[src/rtl/motor_pwm_driver_pkg.sv]
// Shared definitions for the line-tracker to motor-driver path: tracker class
// encoding, H-bridge direction encoding, duty defaults and the channel target type.
package motor_pwm_driver_pkg;

    localparam int DUTY_W = 16;

    localparam logic [2:0] ST_LLLLEFT  = 3'd0;
    localparam logic [2:0] ST_LEFT_BIG = 3'd1;
    localparam logic [2:0] ST_LEFT     = 3'd2;
    localparam logic [2:0] ST_RIGHT    = 3'd3;
    localparam logic [2:0] ST_RIGHT_BIG= 3'd4;
    localparam logic [2:0] ST_RRRRIGHT = 3'd5;

    localparam logic [1:0] DIR_FWD = 2'b10;
    localparam logic [1:0] DIR_REV = 2'b01;

    localparam int DEF_PWM_PERIOD = 1000;
    localparam int DEF_RAMP_DIV   = 10000;
    localparam int DEF_RAMP_STEP  = 10;
    localparam int DEF_DUTY_FAST  = 750;
    localparam int DEF_DUTY_SLOW  = 400;
    localparam int DEF_DUTY_SPIN  = 500;

    typedef struct packed {
        logic [1:0]        dir;
        logic [DUTY_W-1:0] duty;
    } target_t;

    function automatic target_t mk_tgt(logic [1:0] dir, int duty);
        return '{dir: dir, duty: DUTY_W'(duty)};
    endfunction

endpackage

[src/rtl/motor_pwm_driver_if.sv]
// Tracker-to-motor bundle: steering class and enable in, PWM/direction/settled out.
interface motor_pwm_driver_if;

    logic       enable;
    logic [2:0] state;
    logic       pwm_l;
    logic       pwm_r;
    logic [1:0] dir_l;
    logic [1:0] dir_r;
    logic       settled;

    modport master (
        output enable, state,
        input  pwm_l, pwm_r, dir_l, dir_r, settled
    );

    modport slave (
        input  enable, state,
        output pwm_l, pwm_r, dir_l, dir_r, settled
    );

endinterface

[src/rtl/motor_pwm_driver_motor_channel.sv]
// One H-bridge channel: slew-limited duty ramp, reversal interlock,
// period-aligned duty latch and registered PWM compare.
module motor_channel
    import motor_pwm_driver_pkg::*;
#(
    parameter int RAMP_STEP = DEF_RAMP_STEP
) (
    input  logic              clk,
    input  logic              reset,
    input  logic              i_ramp_tick,
    input  logic              i_period_end,
    input  logic [DUTY_W-1:0] i_cnt,
    input  target_t           i_tgt,
    output logic [DUTY_W-1:0] o_duty,
    output logic [1:0]        o_dir,
    output logic              o_pwm
);

    localparam logic [DUTY_W-1:0] STEP = DUTY_W'(RAMP_STEP);

    logic [DUTY_W-1:0] r_duty;
    logic [DUTY_W-1:0] r_cmp;
    logic [1:0]        r_dir;
    logic              r_pwm;
    logic              w_mismatch;
    logic [DUTY_W-1:0] w_eff;
    logic [DUTY_W-1:0] w_next;

    // A pending reversal forces the duty down to zero before the bridge flips.
    assign w_mismatch = (i_tgt.dir != r_dir);
    assign w_eff      = w_mismatch ? '0 : i_tgt.duty;

    always_comb begin
        // NOTE: default first so every path assigns w_next and no latch is inferred.
        w_next = r_duty;
        if (r_duty < w_eff) begin
            w_next = ((w_eff - r_duty) > STEP) ? r_duty + STEP : w_eff;
        end else if (r_duty > w_eff) begin
            w_next = ((r_duty - w_eff) > STEP) ? r_duty - STEP : w_eff;
        end
    end

    // NOTE: non-blocking assignments so every flop samples pre-edge values.
    always_ff @(posedge clk) begin
        if (reset) begin
            r_duty <= '0;
            r_cmp  <= '0;
            r_dir  <= DIR_FWD;
            r_pwm  <= 1'b0;
        end else begin
            if (i_ramp_tick)
                r_duty <= w_next;
            if (w_mismatch && (r_duty == '0))
                r_dir <= i_tgt.dir;
            if (i_period_end)
                r_cmp <= r_duty;
            r_pwm <= (i_cnt < r_cmp);
        end
    end

    assign o_duty = r_duty;
    assign o_dir  = r_dir;
    assign o_pwm  = r_pwm;

endmodule

[src/rtl/motor_pwm_driver.sv]
// Maps the tracker steering class onto two slew-limited, interlocked PWM
// motor channels sharing one PWM counter and one ramp prescaler.
module motor_pwm_driver
    import motor_pwm_driver_pkg::*;
#(
    parameter int PWM_PERIOD = DEF_PWM_PERIOD,
    parameter int RAMP_DIV   = DEF_RAMP_DIV,
    parameter int RAMP_STEP  = DEF_RAMP_STEP,
    parameter int DUTY_FAST  = DEF_DUTY_FAST,
    parameter int DUTY_SLOW  = DEF_DUTY_SLOW,
    parameter int DUTY_SPIN  = DEF_DUTY_SPIN
) (
    input  logic              clk,
    input  logic              reset,
    motor_pwm_driver_if.slave bus
);

    localparam int PRE_W = (RAMP_DIV > 1) ? $clog2(RAMP_DIV) : 1;

    logic [2:0]        r_state;
    logic [DUTY_W-1:0] r_cnt;
    logic [PRE_W-1:0]  r_pre;
    logic              r_settled;

    logic              w_period_end;
    logic              w_ramp_tick;
    target_t           w_tgt_l;
    target_t           w_tgt_r;
    logic [DUTY_W-1:0] w_duty_l;
    logic [DUTY_W-1:0] w_duty_r;
    logic [1:0]        w_dir_l;
    logic [1:0]        w_dir_r;
    logic              w_pwm_l;
    logic              w_pwm_r;

    assign w_period_end = (r_cnt == DUTY_W'(PWM_PERIOD - 1));
    assign w_ramp_tick  = (r_pre == PRE_W'(RAMP_DIV - 1));

    // Disabled or illegal class: coast to zero without requesting a reversal.
    always_comb begin
        w_tgt_l = mk_tgt(w_dir_l, 0);
        w_tgt_r = mk_tgt(w_dir_r, 0);
        if (bus.enable) begin
            case (r_state)
                ST_LLLLEFT:   begin w_tgt_l = mk_tgt(DIR_REV, DUTY_SPIN); w_tgt_r = mk_tgt(DIR_FWD, DUTY_SPIN); end
                ST_LEFT_BIG:  begin w_tgt_l = mk_tgt(DIR_FWD, 0);         w_tgt_r = mk_tgt(DIR_FWD, DUTY_FAST); end
                ST_LEFT:      begin w_tgt_l = mk_tgt(DIR_FWD, DUTY_SLOW); w_tgt_r = mk_tgt(DIR_FWD, DUTY_FAST); end
                ST_RIGHT:     begin w_tgt_l = mk_tgt(DIR_FWD, DUTY_FAST); w_tgt_r = mk_tgt(DIR_FWD, DUTY_SLOW); end
                ST_RIGHT_BIG: begin w_tgt_l = mk_tgt(DIR_FWD, DUTY_FAST); w_tgt_r = mk_tgt(DIR_FWD, 0);         end
                ST_RRRRIGHT:  begin w_tgt_l = mk_tgt(DIR_FWD, DUTY_SPIN); w_tgt_r = mk_tgt(DIR_REV, DUTY_SPIN); end
                default: ;
            endcase
        end
    end

    always_ff @(posedge clk) begin
        if (reset) begin
            r_state   <= '0;
            r_cnt     <= '0;
            r_pre     <= '0;
            r_settled <= 1'b0;
        end else begin
            r_state   <= bus.state;
            r_cnt     <= w_period_end ? '0 : r_cnt + 1'b1;
            r_pre     <= w_ramp_tick  ? '0 : r_pre + 1'b1;
            r_settled <= (w_duty_l == w_tgt_l.duty) && (w_dir_l == w_tgt_l.dir) &&
                         (w_duty_r == w_tgt_r.duty) && (w_dir_r == w_tgt_r.dir);
        end
    end

    motor_channel #(.RAMP_STEP(RAMP_STEP)) u_left (
        .clk          (clk),
        .reset        (reset),
        .i_ramp_tick  (w_ramp_tick),
        .i_period_end (w_period_end),
        .i_cnt        (r_cnt),
        .i_tgt        (w_tgt_l),
        .o_duty       (w_duty_l),
        .o_dir        (w_dir_l),
        .o_pwm        (w_pwm_l)
    );

    motor_channel #(.RAMP_STEP(RAMP_STEP)) u_right (
        .clk          (clk),
        .reset        (reset),
        .i_ramp_tick  (w_ramp_tick),
        .i_period_end (w_period_end),
        .i_cnt        (r_cnt),
        .i_tgt        (w_tgt_r),
        .o_duty       (w_duty_r),
        .o_dir        (w_dir_r),
        .o_pwm        (w_pwm_r)
    );

    assign bus.pwm_l   = w_pwm_l;
    assign bus.pwm_r   = w_pwm_r;
    assign bus.dir_l   = w_dir_l;
    assign bus.dir_r   = w_dir_r;
    assign bus.settled = r_settled;

endmodule

[src/flat_wrapper.sv]
// flat-port wrapper written by rule: the top's interface ports become plain ports
module motor_pwm_driver_flat import motor_pwm_driver_pkg::*;
#(
    parameter int PWM_PERIOD = DEF_PWM_PERIOD,
    parameter int RAMP_DIV   = DEF_RAMP_DIV,
    parameter int RAMP_STEP  = DEF_RAMP_STEP,
    parameter int DUTY_FAST  = DEF_DUTY_FAST,
    parameter int DUTY_SLOW  = DEF_DUTY_SLOW,
    parameter int DUTY_SPIN  = DEF_DUTY_SPIN
)
  (clk, reset, bus_enable, bus_state, bus_pwm_l, bus_pwm_r, bus_dir_l, bus_dir_r, bus_settled);
  motor_pwm_driver_if bus_i ();
  input  logic clk;
  input  logic reset;
  input wire logic [$bits(bus_i.enable)-1:0] bus_enable;
  input wire logic [$bits(bus_i.state)-1:0] bus_state;
  output wire logic [$bits(bus_i.pwm_l)-1:0] bus_pwm_l;
  output wire logic [$bits(bus_i.pwm_r)-1:0] bus_pwm_r;
  output wire logic [$bits(bus_i.dir_l)-1:0] bus_dir_l;
  output wire logic [$bits(bus_i.dir_r)-1:0] bus_dir_r;
  output wire logic [$bits(bus_i.settled)-1:0] bus_settled;
  assign bus_i.enable = bus_enable;
  assign bus_i.state = bus_state;
  assign bus_pwm_l = bus_i.pwm_l;
  assign bus_pwm_r = bus_i.pwm_r;
  assign bus_dir_l = bus_i.dir_l;
  assign bus_dir_r = bus_i.dir_r;
  assign bus_settled = bus_i.settled;
  motor_pwm_driver #(.PWM_PERIOD(PWM_PERIOD), .RAMP_DIV(RAMP_DIV), .RAMP_STEP(RAMP_STEP), .DUTY_FAST(DUTY_FAST), .DUTY_SLOW(DUTY_SLOW), .DUTY_SPIN(DUTY_SPIN)) u_core (.clk(clk), .reset(reset), .bus(bus_i));
endmodule
[config.mk]
export PLATFORM = sky130hd
export DESIGN_NAME = motor_pwm_driver_flat
export DESIGN_NICKNAME = d
export VERILOG_FILES = /design/src/rtl/motor_pwm_driver_pkg.sv /design/src/rtl/motor_pwm_driver_if.sv /design/src/rtl/motor_pwm_driver_motor_channel.sv /design/src/rtl/motor_pwm_driver.sv /design/src/flat_wrapper.sv
export SDC_FILE = /design/constraint.sdc
export NUM_CORES = 1
export LEC_CHECK = 0
export CAP_MARGIN = 20
export CORE_ASPECT_RATIO = 0.75
export CORE_MARGIN = 3
export CORE_UTILIZATION = 53
export DETAILED_ROUTE_END_ITERATION = 7
export PLACE_DENSITY = 0.77
export SLEW_MARGIN = 20
export SYNTH_ARGS = -nofsm -noshare
export SYNTH_HDL_FRONTEND = slang
export SYNTH_SLANG_ARGS = --single-unit
[constraint.sdc]
create_clock -name clk -period 5.8 [get_ports clk]
set_input_delay 1.74 -clock clk [delete_from_list [all_inputs] [get_ports clk]]
set_output_delay 1.74 -clock clk [all_outputs]
set_load 0.02 [all_outputs]
==> run metrics <==
status=finished, final reports clean; top layer in use=met4; VDD IR-drop max=roughly 140 uV; DRC=0; Power per Cell Area=~190 nW/um^2; DR WL met2=just over 10000 um; clock buffer depth=2; Static Leakage=around 3.9 nW; Hold WC Path Type=flop to flop; Synth cell types=86; IO Port Bufs=12; Detail Placement HPWL=~19000 um; Worst-Skew Late Latency=0.35 ns; Die Y=approximately 120 um; warnings from Yosys=0; largest net degree at the start of global routing=32; Clock H-tree levels=3; DRT iter0 DRCs=roughly 1.1k; row count=39; Crit Reg-Reg Startpoint=u_core.r_state[2]; worst relative slew slack=between 30% and 40%; Vias=between 8k and 9k; DP Worst Slack=-0.237 ns; vias in the first global route=approximately 8.2k; fraction of registers with async set/reset=0%; Worst Hold Depth=2; crit path DAT=around 5.8 ns; skew final=0.0176 ns; Min-Delay Startpoint=u_core.u_right.r_cmp[1]; wire per inst=17.8 um; unrepaired setup endpoints after global routing=yes; register area share after synthesis=23.2%; Yosys top cell by area=dfxtp_1; GPL Wtd Cong=about 1; most frequent cells after synthesis=138 x nand2_1, 100 x dfxtp_1, 98 x a21oi_1, 98 x nor2_1, 79 x inv_1; FMAX=roughly 180 MHz; top post-synthesis cells by area=dfxtp_1 23%, ha_1 11%, nand2_1 6.0%, a21oi_1 5.7%, nor2_1 4.3%; Starting Density=55.3%; Min-Delay Endpoint=u_core.u_right.r_cmp[1]; leading register cell type out of synthesis=dfxtp_1; Synth top area share=a little under a quarter; Mapped Nets=1262; Final Cell Area=9800 sq um; core area=approximately 16000 sq um; Worst-Margin Slew=~1 ns; crit path max fanout=5; Req. time, crit path=6.01 ns; DR pass1 iterations=6; Area Overhead vs Synth=13.8%; vias per cell=approximately 6.2; post-synthesis cell area=between 8000 and 9000 sq um; Cells after Synth=1176; Reg2Reg Depth=18; Multi-input gate area=~6000 sq um; post-layout net count=1317; DP Area=9460 sq um; max cap viols=0; clk sink count=100; grt ovf=0; Post-DRT Antenna Nets=0; Root Buffer=clkbuf_16; clock slew at reported path FFs=0.08 ns; # IOs=13; first-pass GRT wire length=~42000 um; Inserted Diodes=0; global-route usage over all layers=28.6%; R2R Path End=u_core.u_left.o_duty[10]; layout cells sized above 1=12.6%; final hold vios=0; Setup CP Type=input pin to flop; top-count cell post-synth=nand2_1; Die W=~150 um; initial antenna violation count=0; Finish-stage setup viols=0; register area=between 2000 and 2500 sq um; CTS tree=built; Post-Route M1 WL=12400 um; die area=about 18000 sq um; fin. max-slew vios=0; clock buffer count from CTS=9; EDFF count, synth=0; final core occ=around 63%; DRT Wirelength=approximately 26000 um; Final min period=between 5 and 6 ns; syn avg cell area=7.33 sq um; # fillers=about 1.4k; period utilization=between 90 and 100%; post-synthesis register bit count=100; overall power=between 1.5 and 2 mW; final worst slack=approximately 0.23 ns; CP endpoint kind=flop; internal reg-to-reg setup slack=approximately 1.2 ns; CP startpoint kind=input pin; met3 WL=just under 3000 um
## critical path, stage by stage
cell	delay (ns)
clkdlybuf4s50_1	0.51
buf_4	0.13
nand3_1	0.09
buf_4	0.17
and2_1	0.20
ha_1	0.42
buf_4	0.16
a21boi_0	0.30
mux2i_1	0.23
a2111oi_1	0.50
or4b_1	0.50
nand2_1	0.10
o21ai_0	0.11
a2111oi_1	0.37
o32a_1	0.21
a211oi_2	0.04
## where the power goes
part / switching (mW) / internal, mW / leakage (nW)
Sequential: 0.0113 / 0.695 / 0.808
Clock: 0.302 / 0.302 / 0.141
Combinational: 0.278 / 0.235 / 2.93
## cells in the final DEF, fill, tap and decap left out, types with 21 or more instances in the layout
master	count
nand2_1	137
buf_4	105
dfxtp_1	100
nor2_1	98
a21oi_1	98
inv_1	79
ha_1	78
o21ai_0	61
nand3_1	38
nor3_1	31
xnor2_1	29
a211oi_1	25
nor4_1	21
## worst max-delay path by stage
stage	startpoint	slack [ns]	to
final	bus_enable	0.23	u_core.u_right.o_duty[8]
after global routing	bus_enable	-0.006	u_core.u_left.o_duty[10]
after CTS	bus_enable	0.09	u_core.u_right.o_duty[8]
after detailed placement	bus_enable	-0.24	u_core.u_right.o_duty[8]
after global placement	bus_enable	-0.12	u_core.u_right.o_duty[8]
after floorplan	bus_enable	0.12	u_core.u_right.o_duty[8]
## metal layers
layer  vias up  track usage, %
met3        33            7.70
met5         -               0
met4         0            5.46
li1       4358               -
met1      4164            43.5
met2       444            40.6
## per-stage QoR
step           cells  TNS (ns)  hold WS, ns
3_5_place_dp    1422     -1.52        0.444
6_report        1441         0        0.457
3_3_place_gp    1422    -0.484        0.433
5_1_grt         1441  -0.00871        0.468
4_1_cts         1438         0        0.456
2_1_floorplan   1176         0        0.418
## sequential cells by signal, indices dropped and copies added (netlist names)
signal,cells
u_core.bus.settled,1
u_core.r_pre,14
u_core.r_state,3
u_core.u_left.o_pwm,1
u_core.u_left.o_dir,2
u_core.u_right.o_duty,15
u_core.u_right.o_dir,2
u_core.u_right.r_cmp,15
u_core.u_left.r_cmp,15
u_core.u_right.o_pwm,1
u_core.u_left.o_duty,15
u_core.r_cnt,16
## what timing repair did
| item | 4_1_cts | 5_1_grt |
|---|---|---|
| buffers inserted | 0 | 3 |
| hold buffers | 0 | 0 |
| endpoints found under the setup margin | 0 | 21 |
| resized for setup | 0 | 9 |
## cell families (layout without fill, tap and decap cells)
| family | after synthesis | in the layout | share of synthesized area [%] |
|---|---|---|---|
| buffers and inverters | 155 | 215 | 6.94 |
| DFF | 100 | 100 | 23.2 |
| and+or+nand+nor | 445 | 445 | 25.3 |
| xor gates and xnor gates | 45 | 45 | 4.66 |
| AOI/OAI and AO/OA | 341 | 341 | 26.9 |
| muxes | 10 | 10 | 1.22 |
| adders and majority gates | 80 | 80 | 11.8 |
## cell type report
class                      instances  area share (%)
multi-input combinational        921            61.6
tap                              205            2.62
clock buffer                       9            2.30
clock inverter                     7           0.676
inverter                          82            3.14
sequential                       100            20.4
timing repair buffer             117            9.22
No activity file was read; power rests on OpenSTA's default activity.
